[src/rtl/cpu_defs.sv]
// Shared definitions for the 5-stage MIPS core.
//  - WB_*  : register-file writeback source select codes (3 bits)
//  - NPC_* : next-PC source select codes (2 bits)
//  - hc_state_t : hazard controller mult/div stall FSM encoding
package cpu_defs;

    localparam logic [2:0] WB_ALU = 3'd0;
    localparam logic [2:0] WB_RS  = 3'd1;
    localparam logic [2:0] WB_RAM = 3'd2;
    localparam logic [2:0] WB_HI  = 3'd3;
    localparam logic [2:0] WB_LO  = 3'd4;
    localparam logic [2:0] WB_PC8 = 3'd5;

    localparam logic [1:0] NPC_PC4    = 2'd0;
    localparam logic [1:0] NPC_BRANCH = 2'd1;
    localparam logic [1:0] NPC_JUMP   = 2'd2;
    localparam logic [1:0] NPC_JR     = 2'd3;

    typedef enum logic [1:0] {
        HC_IDLE    = 2'd0,
        HC_MD_BUSY = 2'd1
    } hc_state_t;

endpackage

[src/rtl/md_stall_timer.sv]
// Mult/div stall FSM. Enters MD_BUSY the cycle after md_start and stays there
// until md_done is seen or the cycle counter reaches MD_CYCLES.
// Ports:
//  clk      in  core clock
//  resetn   in  asynchronous active-low reset
//  md_start in  1-cycle pulse, mult/div issued (ignored while busy)
//  md_done  in  mult/div result valid (level)
//  md_busy  out FSM is in MD_BUSY
module md_stall_timer
    import cpu_defs::*;
#(
    parameter int MD_CYCLES = 32,
    parameter int CNT_W     = 6
) (
    input  logic clk,
    input  logic resetn,
    input  logic md_start,
    input  logic md_done,
    output logic md_busy
);

    hc_state_t          state_reg, state_next;
    logic [CNT_W-1:0]   cnt_reg, cnt_next;

    always_ff @(posedge clk or negedge resetn) begin
        if (!resetn) begin
            state_reg <= HC_IDLE;
            cnt_reg   <= '0;
        end else begin
            state_reg <= state_next;
            cnt_reg   <= cnt_next;
        end
    end

    // The counter reads 1 in the first busy cycle, so the exit test at
    // MD_CYCLES bounds the freeze to exactly MD_CYCLES cycles.
    always_comb begin
        state_next = state_reg;
        cnt_next   = cnt_reg;
        case (state_reg)
            HC_IDLE: begin
                if (md_start) begin
                    state_next = HC_MD_BUSY;
                    cnt_next   = CNT_W'(1);
                end
            end
            HC_MD_BUSY: begin
                if (md_done || (cnt_reg == CNT_W'(MD_CYCLES))) begin
                    state_next = HC_IDLE;
                    cnt_next   = '0;
                end else begin
                    cnt_next   = cnt_reg + CNT_W'(1);
                end
            end
            default: begin
                state_next = HC_IDLE;
                cnt_next   = '0;
            end
        endcase
    end

    always_comb begin
        md_busy = (state_reg == HC_MD_BUSY);
    end

endmodule

[src/rtl/hazard_ctrl.sv]
// Pipeline hazard/stall controller. Compares the ID-stage sources with the
// EX and MEM destinations, drives the forwarding hazard selects, inserts a
// one-cycle load-use bubble, and freezes the pipe during mult/div.
// Ports:
//  clk, resetn                     clock, async active-low reset
//  id_rs/id_rt, id_r*_used         ID sources and whether they are read
//  ex_wreg/ex_we/ex_rf_wsel        EX destination, write enable, WB select
//  mem_wreg/mem_we/mem_rf_wsel     MEM destination, write enable, WB select
//  ex_md_start, md_done            mult/div issue pulse and completion
//  jmp                             taken branch/jump resolved in ID
//  id_ex_* / id_mem_*              forwarding hazard selects
//  pc_en, ifid_en, idex_en         pipeline register enables
//  idex_bubble, ifid_flush         NOP insert into ID-EX, IF-ID squash
//  md_busy                         mult/div freeze active
module hazard_ctrl
    import cpu_defs::*;
#(
    parameter int MD_CYCLES = 32,
    parameter int CNT_W     = 6
) (
    input  logic       clk,
    input  logic       resetn,
    input  logic [4:0] id_rs,
    input  logic [4:0] id_rt,
    input  logic       id_rs_used,
    input  logic       id_rt_used,
    input  logic [4:0] ex_wreg,
    input  logic       ex_we,
    input  logic [2:0] ex_rf_wsel,
    input  logic [4:0] mem_wreg,
    input  logic       mem_we,
    input  logic [2:0] mem_rf_wsel,
    input  logic       ex_md_start,
    input  logic       md_done,
    input  logic       jmp,
    output logic       id_ex_hazard_mem,
    output logic       id_ex_rs_hazard_reg,
    output logic       id_ex_rt_hazard_reg,
    output logic       id_mem_rs_hazard_mem,
    output logic       id_mem_rs_hazard_reg,
    output logic       id_mem_rt_hazard_mem,
    output logic       id_mem_rt_hazard_reg,
    output logic       pc_en,
    output logic       ifid_en,
    output logic       idex_en,
    output logic       idex_bubble,
    output logic       ifid_flush,
    output logic       md_busy
);

    // Index 0 = rs, 1 = rt.
    logic [4:0] src      [2];
    logic [1:0] src_used;
    logic [1:0] ex_match, mem_match;
    logic [1:0] ex_reg_haz, mem_mem_haz, mem_reg_haz;
    logic       ex_is_load, mem_is_load, load_use;

    assign src[0]      = id_rs;
    assign src[1]      = id_rt;
    assign src_used    = {id_rt_used, id_rs_used};
    assign ex_is_load  = (ex_rf_wsel == WB_RAM);
    assign mem_is_load = (mem_rf_wsel == WB_RAM);

    genvar gi;
    generate
        for (gi = 0; gi < 2; gi++) begin : g_src
            assign ex_match[gi]  = src_used[gi] & ex_we & (ex_wreg == src[gi])
                                 & (src[gi] != 5'd0);
            assign mem_match[gi] = src_used[gi] & mem_we & (mem_wreg == src[gi])
                                 & (src[gi] != 5'd0);
            // EX holds the younger value, so it masks any MEM match.
            assign ex_reg_haz[gi]  = resetn & ex_match[gi] & ~ex_is_load;
            assign mem_mem_haz[gi] = resetn & mem_match[gi] & ~ex_match[gi] & mem_is_load;
            assign mem_reg_haz[gi] = resetn & mem_match[gi] & ~ex_match[gi] & ~mem_is_load;
        end
    endgenerate

    assign load_use             = resetn & (|ex_match) & ex_is_load;
    assign id_ex_hazard_mem     = load_use;
    assign id_ex_rs_hazard_reg  = ex_reg_haz[0];
    assign id_ex_rt_hazard_reg  = ex_reg_haz[1];
    assign id_mem_rs_hazard_mem = mem_mem_haz[0];
    assign id_mem_rs_hazard_reg = mem_reg_haz[0];
    assign id_mem_rt_hazard_mem = mem_mem_haz[1];
    assign id_mem_rt_hazard_reg = mem_reg_haz[1];

    md_stall_timer #(
        .MD_CYCLES (MD_CYCLES),
        .CNT_W     (CNT_W)
    ) u_md_stall_timer (
        .clk      (clk),
        .resetn   (resetn),
        .md_start (ex_md_start),
        .md_done  (md_done),
        .md_busy  (md_busy)
    );

    // Priority: reset > mult/div freeze > load-use bubble > normal/jump flush.
    always_comb begin
        pc_en       = 1'b1;
        ifid_en     = 1'b1;
        idex_en     = 1'b1;
        idex_bubble = 1'b0;
        ifid_flush  = jmp;
        if (!resetn) begin
            pc_en       = 1'b0;
            ifid_en     = 1'b0;
            idex_en     = 1'b0;
            idex_bubble = 1'b1;
            ifid_flush  = 1'b0;
        end else if (md_busy) begin
            pc_en       = 1'b0;
            ifid_en     = 1'b0;
            idex_en     = 1'b0;
            ifid_flush  = 1'b0;
        end else if (load_use) begin
            pc_en       = 1'b0;
            ifid_en     = 1'b0;
            // A stalled jump is resolved again once the bubble has gone through.
            ifid_flush  = 1'b0;
            idex_bubble = 1'b1;
        end
    end

endmodule

[config.mk]
export PLATFORM = sky130hd
export DESIGN_NAME = hazard_ctrl
export DESIGN_NICKNAME = d
export VERILOG_FILES = /design/src/rtl/cpu_defs.sv /design/src/rtl/md_stall_timer.sv /design/src/rtl/hazard_ctrl.sv
export SDC_FILE = /design/constraint.sdc
export NUM_CORES = 1
export LEC_CHECK = 0
export CORE_MARGIN = 2
export CORE_UTILIZATION = 37
export CTS_CLUSTER_DIAMETER = 200
export DETAILED_ROUTE_END_ITERATION = 10
export PLACE_DENSITY = 0.82
export SYNTH_ARGS = -nofsm -noshare
export SYNTH_HDL_FRONTEND = slang
export SYNTH_HIERARCHICAL = 1
export SYNTH_SLANG_ARGS = --single-unit
[constraint.sdc]
create_clock -name clk -period 1.7 [get_ports clk]
set_input_delay 0.17 -clock clk [delete_from_list [all_inputs] [get_ports clk]]
set_output_delay 0.17 -clock clk [all_outputs]
set_load 0.005 [all_outputs]
==> results of run 1 <==
[final timing paths]
check                                                 start                             to  slack [ps]  cells past startpoint
worst min register to register  u_md_stall_timer/cnt_reg[0]    u_md_stall_timer/cnt_reg[0]         550                      1
worst max register to register  u_md_stall_timer/cnt_reg[0]  u_md_stall_timer/state_reg[0]         300                      5
max in group asynchronous                            resetn    u_md_stall_timer/cnt_reg[1]        1560                      2
worst min-delay path                                 resetn    u_md_stall_timer/cnt_reg[3]          10                      2
min in group clk                u_md_stall_timer/cnt_reg[0]    u_md_stall_timer/cnt_reg[0]         550                      1
worst max-delay path                               id_rt[4]                     ifid_flush        -150                      8
[stage by stage]
| step | hold WS, ps | instance area (µm²) |
|---|---|---|
| global route | 22.5 | 1590 |
| global placement | 526 | 1440 |
| CTS | 1.42 | 1520 |
| floorplan | -126 | 782 |
| detailed placement | 536 | 1440 |
| finish | 11.9 | 1590 |
[logic make-up (layout without fill, tap and decap cells)]
group	Yosys count	after routing
xor gates and xnor gates	22	22
buffers and inverters	6	88
adders and majority gates	2	2
and+or+nand+nor	44	44
AOI/OAI and AO/OA	14	14
DFF	7	7
[metal layers]
| metal | vias up | track usage, % |
|---|---|---|
| li1 | 501 | - |
| met1 | 519 | 20.8 |
| met2 | 55 | 55.1 |
| met3 | 16 | 6.36 |
| met4 | 0 | 19.4 |
| met5 | - | 0 |
[timing repair]
action / CTS / global route
pin swaps: 22 / 10
hold endpoints to repair: 0 / 0
cloned: 0 / 0
endpoints found under the setup margin: 12 / 10
buffers inserted: 8 / 2
gates resized for setup: 117 / 18
[cells in the mapped netlist]
library cell	n
o2111ai_1	2
o311ai_0	1
nor3b_1	1
nand3_1	2
o21ai_0	2
xnor2_1	11
a21oi_2	1
a211o_2	1
or3b_2	2
o21ai_1	2
nor3_1	2
and3b_1	1
or4_4	2
ha_1	2
and2_2	1
nand4_1	4
nor2_1	9
o22ai_1	1
inv_1	5
o211ai_2	1
o21ai_2	2
nor4_1	3
buf_4	1
nor2b_1	3
nand4b_2	1
nand4bb_1	1
nand2_1	11
xor2_1	11
dfrtp_1	7
o31ai_1	1
nand2b_1	1
[worst register-to-register path, cell delays in order (launching register included)]
cell and delay [ps]:
dfrtp_1 410, inv_1 70, ha_1 140, nand4bb_1 180
o21ai_2 310, o21ai_0 150
[area by class of cell]
type	count	area [µm²]	area share, %
multi-input combinational	82	683	43.1
timing repair buffer	79	649	40.9
sequential	7	175	11.0
inverter	5	18.8	1.18
tap	27	33.8	2.13
clock buffer	4	26.3	1.66
[power groups by stage]
stage                     Clock [mW]  Sequential [mW]  Combinational [mW]
after global placement             0            0.200               0.290
after CTS                      0.156            0.198               0.297
after global routing           0.165            0.201               0.353
after detailed placement           0            0.200               0.301
after floorplan                    0            0.202               0.101
final                          0.156            0.199               0.331
==> results.yml, run 1 <==
outcome:
  status: "finished with violations"
  violations: "negative setup slack"
logic_synthesis:
  synthXorXnorAreaFrac_pct: 24.6
  yosysTopAreaCellShare_pct: 22.4
  postSynthCellCount: 95
  synth_compound_area_share_pct: 13.9
  synth.area.mux_share_pct: 0
  synth_top_family_by_area: "simple AND/OR/NAND/NOR gates"
  synth_adder_area_share_pct: 3.20
  syn_area_um2: 782
  ys_seq_area_share_pct: 22.4
  yosys_warnings: 6
  ys_top_cells_by_area: "dfrtp_1, xnor2_1, xor2_1, nand2_1, nor2_1"
  synth.net_count: 132
  syn_area_per_cell_um2: 8.23
  yosys.area_share.simple_pct: 32.5
  synth.distinct_cells: 31
  ys_ff_latch: 7
  yosysTopAreaCell: "dfrtp_1"
power_and_ir_drop:
  peakVddDrop_mv: 0.448
  p_clk_share_pct: 22.7
  p_switching_mw: 0.234
  seq_power_share_pct: 29.0
  p_int_mw: 0.452
  p_per_area_mw_per_mm2: 432
  pwr-share-comb_pct: 48.3
  total_power_mw: 0.685
  p_leak_nw: 0.723
  power.share.switching_pct: 34.1
die:
  num_io_pins: 48
  fp.coreArea_mm2: 0.00198
  die_x_um: 50.0
  die_height_um: 50.0
  rows: 16
  dieArea_mm2: 0.00250
  initial_core_util_pct: 39.5
detailed_routing:
  wl_um: 3820
  drc: 0
  met2_length_um: 2190
  routed.top_layer: "met4"
  drt-met1-wl_um: 1230
  drt-initial-drc-count: 14
  routed_via_density: 5.35
  vias: 1091
  drt-pass1-iter-count: 4
  ant_nets: 0
  wire_per_inst_um: 18.7
  dr_wl_met3_um: 216
setup_path:
  slowest_stage: "nor4_2"
  max_stage_delay_ps: 320
  crit_buf_inv: 3
  crit_path_end_kind: "output port"
  crit_fanout: 4
  path_cells: "buf_8, xor2_2, nor4_2, nand4_1, buf_4, a21oi_4, and3b_1, buf_2"
  critPathTopFamily: "simple AND/OR/NAND/NOR gates"
  crit_type: "input port to output port"
  start_kind: "input port"
  required_ps: 1530
  crit_arrival_ps: 1680
global_routing:
  antenna_found_initial: 0
  grt_pass1_vias: 1208
  grt_max_degree: 9
  grt_usage_pct: 26.8
  grt_pass1_wl_um: 4990
  grt-ovfl-total: 0
sta:
  fin_skew_ps: 3.21
  fin_tns_setup_ps: -1000
  tightest_slew_ps: 427
  slew_violations: 0
  post-route-min-period_ps: 1850
  slew_headroom_pct: 71.5
  fmax_ghz: 0.542
  setup_viol: 11
  rsz0062_at_grt: "true"
  min_period_over_period_pct: 109
  setup_slack_ps: -146
  hold_viol: 0
layout:
  n_antenna_cell: 0
  area_delta_synth_final_pct: 103
  drive_gt1_share_pct: 45.2
  mostFrequentLayoutCells: "buf_4, buf_2, clkdlybuf4s50_1"
  layout_commonest_cell: "buf_4"
  fin_nets: 215
  largest_reg_flops: 6
  nFillCells: 124
  fin_cells: 204
  fin_util_pct: 80.1
worst_hold_path:
  hp-class: "input port to async pin"
clock_network:
  cts_root_buffer: "clkbuf_4"
  clock_latency_ps: 250
  cts_tree: "yes"
  hold_buffers: 0
  numCtsBuffers: 3
  clk_pin_slew_ps: 60
  clockBufferDepth: 2
  cts_max_level: 1
  cts.sinks: 7
place:
  dp_cells: 190
  pre_cts_ws_ps: -790
  hpwl_um: 2330
  port_buffers: 47
  gp_congestion: 0.823
job:
  cap_violations: 0
Note: power is estimated with default switching activity, not from simulation.
==> run 2: changes to the inputs <==
Settings changed: CORE_UTILIZATION 37 to 36, PLACE_DENSITY 0.82 to 0.81, SYNTH_HIERARCHICAL 1 to default.
==> results.yml, run 2 <==
outcome:
  status: "finished with violations"
  violations: "negative setup slack"
power_and_ir_drop:
  peakVddDrop_mv: 0.440
  p_leak_nw: 0.726
  p_per_area_mw_per_mm2: 433
place:
  port_buffers: 47
  dpl_cell_area_mm2: 0.00138
  gp_congestion: 0.845
  pre_cts_ws_ps: -768
  hpwl_um: 2120
sta:
  fin_tns_setup_ps: -285
  hold_viol: 0
  slew_headroom_pct: 77.6
  setup_slack_ps: -67.9
  tightest_slew_ps: 335
  min_period_over_period_pct: 104
  post-route-min-period_ps: 1770
  fin_skew_ps: 0.112
  setup_viol: 7
  slew_violations: 0
  fmax_ghz: 0.566
  rsz0062_at_grt: "true"
  hold_slack_ps: 122
setup_path:
  slowest_stage: "or4_4"
  max_stage_delay_ps: 520
  crit_end: "ifid_flush"
  crit_arrival_ps: 1600
  crit_type: "input port to output port"
  path_cells: "buf_8, or4_4, o21ai_2, nand4b_4, buf_6, a21oi_4, and3b_1, buf_2"
  required_ps: 1530
  critPathTopFamily: "simple AND/OR/NAND/NOR gates"
  crit_start: "id_rt[0]"
  r2r_end: "u_md_stall_timer.cnt_reg[5]"
  crit_cells: 8
  start_kind: "input port"
  crit_fanout: 3
  reg2reg_slack_ps: 20
  reg2reg_depth: 8
  crit_path_end_kind: "output port"
  crit_buf_inv: 3
  regToRegStartpoint: "u_md_stall_timer.cnt_reg[0]"
logic_synthesis:
  synth_top_family_by_area: "simple AND/OR/NAND/NOR gates"
  yosys.area_share.simple_pct: 33.1
  ys_seq_area_share_pct: 23.0
  syn_area_per_cell_um2: 8.01
  synth.net_count: 132
  ys_top_cells_by_area: "dfrtp_1, xnor2_1, xor2_1, o21ai_0, nor2_1"
  synthArstFlopShare_pct: 100
  yosys_most_used_dff: "dfrtp_1"
  yosys_warnings: 0
  synthXorXnorAreaFrac_pct: 25.3
  synth_compound_area_share_pct: 11.8
  synth.top_cells.by_count: "xnor2_1, xor2_1, nor2_1, nand2_1, o21ai_0"
  yosysTopAreaCell: "dfrtp_1"
  synth_edf_count: 0
  synth.distinct_cells: 30
  syn_area_um2: 761
  synth_adder_area_share_pct: 3.29
  ys_ff_latch: 7
  postSynthCellCount: 95
  synth.area.mux_share_pct: 0
  yosysTopAreaCellShare_pct: 23.0
layout:
  fin_nets: 211
  layout_commonest_cell: "buf_4"
  design_area_mm2: 0.00162
  n_antenna_cell: 0
  mostFrequentLayoutCells: "buf_4, clkdlybuf4s50_1, dlygate4sd2_1"
  fin_util_pct: 81.6
  drive_gt1_share_pct: 39.9
  largest_reg_flops: 6
  area_delta_synth_final_pct: 112
clock_network:
  cts_max_level: 1
  numCtsBuffers: 3
  clk_pin_slew_ps: 50
  cts_tree: "yes"
  cts_root_buffer: "clkbuf_4"
  hold_buffers: 0
  clockBufferDepth: 2
  clock_latency_ps: 250
  cts.sinks: 7
job:
  cap_violations: 0
die:
  fp.coreArea_mm2: 0.00198
  rows: 16
  num_io_pins: 48
  dieArea_mm2: 0.00250
  initial_core_util_pct: 38.4
  die_x_um: 50.0
  die_height_um: 50.0
detailed_routing:
  drc: 0
  vias: 1008
  drt-initial-drc-count: 24
  drt-pass1-iter-count: 4
  routed_via_density: 5.04
  wl_um: 3020
  wire_per_inst_um: 15.1
  ant_nets: 0
global_routing:
  grt_usage_pct: 23.1
  grt_pass1_wl_um: 4350
  antenna_found_initial: 0
  grt_max_degree: 11
  grt_pass1_vias: 974
  grt-ovfl-total: 0
worst_hold_path:
  hp-class: "input port to async pin"
## run 2: cell count changes in the layout (fill, tap and decap cells not counted), moves of 5 or more
cell | before | now
buf_2 | 15 | 10
buf_6 | 4 | 9
o21ai_0 | 2 | 8
buf_4 | 31 | 24
## run 2: worst min path at each step
| stage | to | start | depth (start not counted) | slack (ps) |
|---|---|---|---|---|
| after global placement | u_md_stall_timer.cnt_reg[5] | u_md_stall_timer.cnt_reg[5] | 1 | 470 |
| after floorplan | u_md_stall_timer.cnt_reg[0] | resetn | 0 | -130 |
| after global routing | u_md_stall_timer.cnt_reg[2] | resetn | 3 | 140 |
| after detailed placement | u_md_stall_timer.cnt_reg[5] | u_md_stall_timer.cnt_reg[5] | 1 | 490 |
| final | u_md_stall_timer.cnt_reg[3] | resetn | 3 | 120 |
| after CTS | u_md_stall_timer.cnt_reg[3] | resetn | 3 | 110 |
## run 2: worst min-delay path: cells and delay by family
kind	cells	cell delay, ps
buffers and inverters	3	560
## run 2: stage by stage
step / total power, mW / cells
5_1_grt: 0.739 / 200
2_1_floorplan: 0.302 / 95
6_report: 0.700 / 200
4_1_cts: 0.655 / 197
3_5_place_dp: 0.484 / 184
3_3_place_gp: 0.474 / 184
## run 2: what timing repair did
item / 4_1_cts / 5_1_grt
setup endpoints to repair: 12 / 15
pin swaps: 19 / 11
hold endpoints to repair: 0 / 0
gates resized for setup: 110 / 23
setup buffers: 9 / 3
## run 2: metal layers
metal | vias to the layer above | track usage, % | part of all wire [%]
li1 | 483 | - | -
met1 | 482 | 27.6 | 41
met2 | 39 | 40.7 | 53
met3 | 4 | 4.55 | 5.4
met4 | 0 | 8.33 | 0.56
met5 | - | 0 | 0
## run 2: final cells by class
type,count,area [µm²]
fill,115,365
clock buffer,4,26.3
multi-input combinational,82,712
inverter,5,18.8
timing repair buffer,75,649
sequential,7,176
tap,27,33.8
## run 2: cells by family (layout without fill, tap and decap cells)
family | after synthesis | in the layout
simple gates | 44 | 44
compound gates | 14 | 14
flops | 7 | 7
fa+ha+maj | 2 | 2
xor+xnor | 22 | 22
buf+inv | 6 | 84
## run 2: report_power, final
group / switching [mW] / leakage [nW] / internal, mW
clock: 0.0675 / 0.0150 / 0.0900
sequential: 0.0241 / 0.0918 / 0.183
combinational: 0.146 / 0.619 / 0.191
total: 0.237 / 0.726 / 0.463
